<file path="config.mk">
export PLATFORM = sky130hd
export DESIGN_NAME = cv32e40p_x_acc_resp
export DESIGN_NICKNAME = d
export VERILOG_FILES = /design/src/rtl/cv32e40p_x_acc_resp.sv
export SDC_FILE = /design/constraint.sdc
export NUM_CORES = 2
export LEC_CHECK = 0
export BUFFER_PORTS_ARGS = -buffer_cell sky130_fd_sc_hd__buf_2
export CORE_ASPECT_RATIO = 0.7
export CORE_MARGIN = 5
export CORE_UTILIZATION = 45
export DETAILED_ROUTE_END_ITERATION = 10
export GPL_ROUTABILITY_DRIVEN = 0
export PLACE_DENSITY_LB_ADDON = 0.2
export SLEW_MARGIN = 0
export SYNTH_ARGS = -nofsm -noshare
export SYNTH_HDL_FRONTEND = slang
export SYNTH_SLANG_ARGS = --single-unit
</file>
<file path="constraint.sdc">
create_clock -name clk_i -period 9.77 [get_ports clk_i]
set_clock_uncertainty 0.1 [all_clocks]
set_input_delay 0 -clock clk_i [delete_from_list [all_inputs] [get_ports clk_i]]
set_output_delay 0 -clock clk_i [all_outputs]
set_load 0.01 [all_outputs]
</file>
<file path="src/rtl/cv32e40p_x_acc_resp.sv">
// rtl/cv32e40p_x_acc_resp.sv - X-interface accelerator responder: decode, in-order queue, ALU/xmem execution FSM.
// Optional MAC op (funct3=011) enabled by defining CV32E40P_X_ACC_MAC_EN.

package cv32e40p_x_if_pkg;
  typedef enum logic {
    READ  = 1'b0,
    WRITE = 1'b1
  } mem_req_type_e;
endpackage

module cv32e40p_x_acc_resp
  import cv32e40p_x_if_pkg::*;
#(
  parameter int          DEPTH   = 4,
  parameter int          LATENCY = 2,
  parameter logic [6:0]  OPCODE  = 7'h0B
) (
  input  logic          clk_i,
  input  logic          rst_ni,
  input  logic          x_valid_i,
  output logic          x_ready_o,
  input  logic [31:0]   x_instr_i,
  input  logic [95:0]   x_rs_i,
  input  logic [2:0]    x_rs_valid_i,
  input  logic          x_rd_clean_i,
  output logic          x_accept_o,
  output logic          x_writeback_o,
  output logic          x_is_mem_op_o,
  output logic          x_rvalid_o,
  input  logic          x_rready_i,
  output logic [4:0]    x_rwaddr_o,
  output logic [31:0]   x_rdata_o,
  output logic          xmem_valid_o,
  input  logic          xmem_ready_i,
  output mem_req_type_e xmem_req_type_o,
  output logic [31:0]   xmem_addr_o,
  output logic [31:0]   xmem_wdata_o,
  input  logic          xmem_rvalid_i,
  output logic          xmem_rready_o,
  input  logic [31:0]   xmem_rdata_i,
  input  logic          xmem_status_i,
  output logic          err_o
);

  localparam int AW = $clog2(DEPTH);
  localparam int CW = (LATENCY > 1) ? $clog2(LATENCY) : 1;

  typedef enum logic [2:0] {IDLE, EXEC, MEM_REQ, MEM_RSP, RESULT} state_e;

  state_e state_q, state_d;

  // Decode of the instruction currently offered by the core
  logic [6:0] dec_opc;
  logic [2:0] dec_f3;
  logic [4:0] dec_rd;
  logic       dec_hit, dec_alu, dec_mac, dec_ld, dec_st, recognised, rs_ok;

  assign dec_opc = x_instr_i[6:0];
  assign dec_rd  = x_instr_i[11:7];
  assign dec_f3  = x_instr_i[14:12];
  assign dec_hit = (dec_opc == OPCODE);
`ifdef CV32E40P_X_ACC_MAC_EN
  assign dec_mac = dec_hit & (dec_f3 == 3'b011);
`else
  assign dec_mac = 1'b0;
`endif
  assign dec_alu    = dec_hit & ((dec_f3 == 3'b000) | (dec_f3 == 3'b001) | (dec_f3 == 3'b010) | dec_mac);
  assign dec_ld     = dec_hit & (dec_f3 == 3'b100);
  assign dec_st     = dec_hit & (dec_f3 == 3'b101);
  assign recognised = dec_alu | dec_ld | dec_st;
  assign rs_ok      = x_rs_valid_i[0] & (dec_ld | x_rs_valid_i[1]) & (~dec_mac | x_rs_valid_i[2]);

  // Queue storage and pointers
  logic [2:0]    q_f3  [DEPTH];
  logic [4:0]    q_rd  [DEPTH];
  logic [31:0]   q_rs1 [DEPTH];
  logic [31:0]   q_rs2 [DEPTH];
  logic [AW-1:0] wr_ptr_q, rd_ptr_q;
  logic [AW:0]   count_q;
  logic          full, empty, push, pop;

  assign full  = (count_q == (AW+1)'(DEPTH));
  assign empty = (count_q == '0);

  assign x_accept_o    = recognised;
  assign x_writeback_o = recognised & ~dec_st;
  assign x_is_mem_op_o = dec_ld | dec_st;
  assign x_ready_o     = ~recognised | (~full & rs_ok & (x_rd_clean_i | ~x_writeback_o));
  assign push          = x_valid_i & x_ready_o & recognised & ~full;

  always_ff @(posedge clk_i) begin
    if (push) begin
      q_f3[wr_ptr_q]  <= dec_f3;
      q_rd[wr_ptr_q]  <= dec_rd;
      q_rs1[wr_ptr_q] <= x_rs_i[31:0];
      q_rs2[wr_ptr_q] <= x_rs_i[63:32];
    end
  end

  always_ff @(posedge clk_i or negedge rst_ni) begin
    if (!rst_ni) begin
      wr_ptr_q <= '0;
      rd_ptr_q <= '0;
      count_q  <= '0;
    end else begin
      if (push) wr_ptr_q <= wr_ptr_q + AW'(1);
      if (pop)  rd_ptr_q <= rd_ptr_q + AW'(1);
      if (push && !pop)      count_q <= count_q + (AW+1)'(1);
      else if (!push && pop) count_q <= count_q - (AW+1)'(1);
    end
  end

  logic [2:0]  h_f3;
  logic [4:0]  h_rd;
  logic [31:0] h_rs1, h_rs2, h_rs3;
  logic        h_is_ld, h_is_st;

  assign h_f3    = q_f3[rd_ptr_q];
  assign h_rd    = q_rd[rd_ptr_q];
  assign h_rs1   = q_rs1[rd_ptr_q];
  assign h_rs2   = q_rs2[rd_ptr_q];
  assign h_is_ld = (h_f3 == 3'b100);
  assign h_is_st = (h_f3 == 3'b101);

`ifdef CV32E40P_X_ACC_MAC_EN
  logic [31:0] q_rs3 [DEPTH];

  always_ff @(posedge clk_i) begin
    if (push) q_rs3[wr_ptr_q] <= x_rs_i[95:64];
  end

  assign h_rs3 = q_rs3[rd_ptr_q];

  logic unused_bits;
  assign unused_bits = ^x_instr_i[31:15];
`else
  assign h_rs3 = '0;

  logic unused_bits;
  assign unused_bits = ^{x_instr_i[31:15], x_rs_i[95:64], h_rs3};
`endif

  logic [31:0] alu_res;

  always_comb begin
    alu_res = h_rs1 + h_rs2;
    case (h_f3)
      3'b001:  alu_res = h_rs1 - h_rs2;
      3'b010:  alu_res = h_rs1 * h_rs2;
      3'b011:  alu_res = h_rs1 * h_rs2 + h_rs3;
      default: alu_res = h_rs1 + h_rs2;
    endcase
  end

  // Next-state and pop logic
  logic [CW-1:0] cnt_q;

  always_comb begin
    state_d = state_q;
    pop     = 1'b0;
    case (state_q)
      IDLE:    if (!empty) state_d = (h_is_ld || h_is_st) ? MEM_REQ : EXEC;
      EXEC:    if (cnt_q == '0) state_d = RESULT;
      MEM_REQ: if (xmem_ready_i) state_d = MEM_RSP;
      MEM_RSP: begin
        if (xmem_rvalid_i) begin
          if (h_is_st) begin
            pop     = 1'b1;
            state_d = IDLE;
          end else begin
            state_d = RESULT;
          end
        end
      end
      RESULT: begin
        if (x_rready_i) begin
          pop     = 1'b1;
          state_d = IDLE;
        end
      end
      default: state_d = IDLE;
    endcase
  end

  logic [31:0] res_data_q;
  logic [4:0]  res_rd_q;
  logic        err_q;

  always_ff @(posedge clk_i or negedge rst_ni) begin
    if (!rst_ni) begin
      state_q    <= IDLE;
      cnt_q      <= '0;
      res_data_q <= '0;
      res_rd_q   <= '0;
      err_q      <= 1'b0;
    end else begin
      state_q <= state_d;
      if (state_q == IDLE && !empty && !h_is_ld && !h_is_st) cnt_q <= CW'(LATENCY - 1);
      if (state_q == EXEC) begin
        if (cnt_q != '0) begin
          cnt_q <= cnt_q - CW'(1);
        end else begin
          res_data_q <= alu_res;
          res_rd_q   <= h_rd;
        end
      end
      if (state_q == MEM_RSP && xmem_rvalid_i) begin
        if (!xmem_status_i) err_q <= 1'b1;
        if (!h_is_st) begin
          res_data_q <= xmem_status_i ? xmem_rdata_i : 32'h0;
          res_rd_q   <= h_rd;
        end
      end
    end
  end

  assign x_rvalid_o      = (state_q == RESULT);
  assign x_rdata_o       = x_rvalid_o ? res_data_q : 32'h0;
  assign x_rwaddr_o      = x_rvalid_o ? res_rd_q : 5'h0;
  assign xmem_valid_o    = (state_q == MEM_REQ);
  assign xmem_req_type_o = (xmem_valid_o && h_is_st) ? WRITE : READ;
  assign xmem_addr_o     = xmem_valid_o ? h_rs1 : 32'h0;
  assign xmem_wdata_o    = (xmem_valid_o && h_is_st) ? h_rs2 : 32'h0;
  assign xmem_rready_o   = (state_q == MEM_RSP);
  assign err_o           = err_q;

endmodule

</file>
==> results.md <==
- Post-Syn Instances: 2,985
- Gr busiest metal: met2
- Vias: 23,963
- Number of flops mapped to enable cells by yosys: 288
- Pin count of the biggest net entering global routing: 62
- Clk buf depth: 3
- I/O Pins: 281
- # clock sinks: 337
- Die area: 75,600 sq um
- Syn. warnings: 0
- 1st-iter DRT viols: 2,618
- Netlist cell types: 72
- DRC violations left: 0
- Peak fanout along the critical path: 13
- Area of the multi-input gates: 19,600 sq um
- Fin. max-slew vios: 0
- Met1 usage: 0.378
- Fin Setup TNS: 0 ns
- Routed vias/inst: 5.59
- Critical Path RT: 10.11 ns
- F_max: 0.106 GHz
- Ys flop type: edfxtp_1
- Final ANT Viol Nets: 0
- Slew headroom: 0.182
- Register area share after synthesis: 0.313
- Setup Viol. Count Final: 0
- Starting Density: 0.453
- Worst setup path startpoint: rd_ptr_q[0]$_DFFE_PN0P_
- M2 GR Usage: 0.401
- Routed WL per cell: 23.8 um
- Hold WS: 0.0719 ns
- Share of the synthesized area in the top cell type: 0.274
- Setup ws final: 0.308 ns
- Die Y: 232 um
- Nets: 4,086
- CP Capture Type: flop
- Initial antenna violation count: 6
- Asr flop ratio synth: 0.145
- Syn nets: 3,727
- RSZ-0062 raised after global routing: no
- Area grow syn2layout: 15.6%
- Hold/Removal Path Class: input port to async pin
- GR Util All Layers: 0.269
- Dpl hpwl: 77,600 um
- Die Wd: 327 um
- Syn avg cell area: 10.6 sq um
- TritonCTS Buffers: 31
- Clock Pin Slew Worst Setup and Hold Paths: 0.06 ns
- Max-Cap Viols: 0
- Post-CTS setup buffers: 0
- Status: finished, final reports clean
- Register area: 9880 sq um
- First-pass GRT wire length: 153,000 um
- Vias in the first global route: 24,978
- Global route overflow: 0
- Clk Latency, worst-skew pair: 0.58 ns
- Dpl ws: 0.502 ns
- Most common cell after layout, fill and taps aside: inv_1
- Num rows: 81
- Fin crit period: 9.46 ns
- FF+latch count, synth: 337
- Slew @ Worst Pin: 1.22 ns
- Met3 Usage GRT: 0.0921
- Hold Fails Final Rpt: 0
- Commonest cells after routing, fill and taps aside: inv_1, fa_1, nor2_1
- CTS tree: built
- Worst r2r src: rd_ptr_q[0]$_DFFE_PN0P_
- Area of the core: 69,700 sq um
- I/O Buffers: 230
- R2r worst-path depth: 26
- Top cells by area, synth: edfxtp_1, fa_1, ha_1
- Reg2reg setup slack: 0.31 ns
- Root buffer cell: clkbuf_16
- WL final: 102,000 um
- Period utilisation layout: 0.968
- Arrival time worst endpoint: 9.81 ns
- Fillers: 6,106
- H-tree depth: 1
- CP Class: flop to flop
- Post-Syn Area: 31,600 sq um
- Ratio of cells with drive above 1 in the final layout: 0.151
- Worst setup SP type: flop
- Cell taking the most area after synthesis: edfxtp_1
- Drt pass-1 iters: 9
## area by class of cell
cell class | instances | share of cell area
repair buffers | 461 | 0.0892
well taps | 913 | 0.0313
inverters | 427 | 0.0439
clock inverters | 15 | 0.00521
clock buffers | 42 | 0.0232
diodes | 2 | 0.000137
multi-input cells | 2086 | 0.536
flip-flops and latches | 337 | 0.271
## sequential cells by signal, summed over array words and instances, names as in the netlist, 3 cells and up
| register | count |
|---|---|
| q_rs1 | 128 |
| q_rs2 | 128 |
| res_data_q | 32 |
| q_rd | 20 |
| q_f3 | 12 |
| res_rd_q | 5 |
| count_q | 3 |
| state_q | 3 |
## cell usage after synthesis, drive strengths merged (16+ instances only)
| cell | number |
|---|---|
| mux4 | 51 |
| and3 | 19 |
| xor2 | 32 |
| fa | 410 |
| a21o | 24 |
| nor3 | 23 |
| xnor2 | 112 |
| mux2i | 49 |
| edfxtp | 288 |
| inv | 419 |
| o21a | 18 |
| ha | 161 |
| a21oi | 86 |
| o21ai | 93 |
| a211oi | 18 |
| dfrtp | 49 |
| nand3 | 16 |
| nand2 | 326 |
| mux2 | 45 |
| and2 | 86 |
| nor2 | 397 |
| clkbuf | 104 |
| buf | 31 |
## logic make-up after synthesis
family	count (synthesis)	share of synthesized area
multiplexers	145	0.0682
flip-flops	337	0.313
adder cells (fa/ha/maj)	571	0.324
AND/OR/NAND/NOR	914	0.124
AO/OA/AOI/OAI	312	0.0627
XOR/XNOR	144	0.0400
buffers and inverters	562	0.0690
## path summary, 6_finish.rpt
path,to
max in group asynchronous,rd_ptr_q[0]$_DFFE_PN0P_
max,res_data_q[30]$_DFF_PN0_
min,res_rd_q[3]$_DFF_PN0_
min in group clk_i,q_rs2[3][24]$_DFFE_PP_
min reg2reg,res_rd_q[0]$_DFF_PN0_
max reg2reg,res_data_q[30]$_DFF_PN0_
## what timing repair did
action	in CTS	in global routing
endpoints found under the setup margin	0	0
gates resized for setup	0	0
endpoints found under the hold margin	377	0
hold buffers	132	0
## worst max-delay path: stages (launching register included)
cell	delay, ns
dfrtp_4	0.63
mux2_2	0.39
o21ai_1	0.93
clkinv_1	0.31
buf_4	0.31
nand2_1	0.11
fa_1	0.42
fa_1	0.43
inv_1	0.08
fa_1	0.40
inv_1	0.08
fa_1	0.41
inv_1	0.09
fa_1	0.44
fa_1	0.57
fa_1	0.44
fa_1	0.49
ha_1	0.38
a21o_1	0.20
a21oi_1	0.14
o221a_2	0.20
o21ai_0	0.12
a2111oi_0	0.49
nor3_1	0.18
a221o_1	0.34
xnor2_1	0.44
a21oi_1	0.14
## layer usage
layer | up-vias | wire length (um)
li1 | 10408 | -
met3 | 239 | 13100
met5 | - | 136
met2 | 1260 | 42900
met1 | 12048 | 42400
met4 | 8 | 3420
## per-stage QoR
step / area [sq um] / util / cells
floorplan: 31600 / - / 2985
detailed placement: 34100 / 0.489 / 4092
global route: 36500 / 0.523 / 4282
global placement: 34100 / 0.489 / 4092
CTS: 36500 / 0.523 / 4281
finish: 36500 / 0.523 / 4283
Power is left out: the tool's default activity adds up to more than one toggle a clock period on the data nets, which glitch-free logic cannot reach.
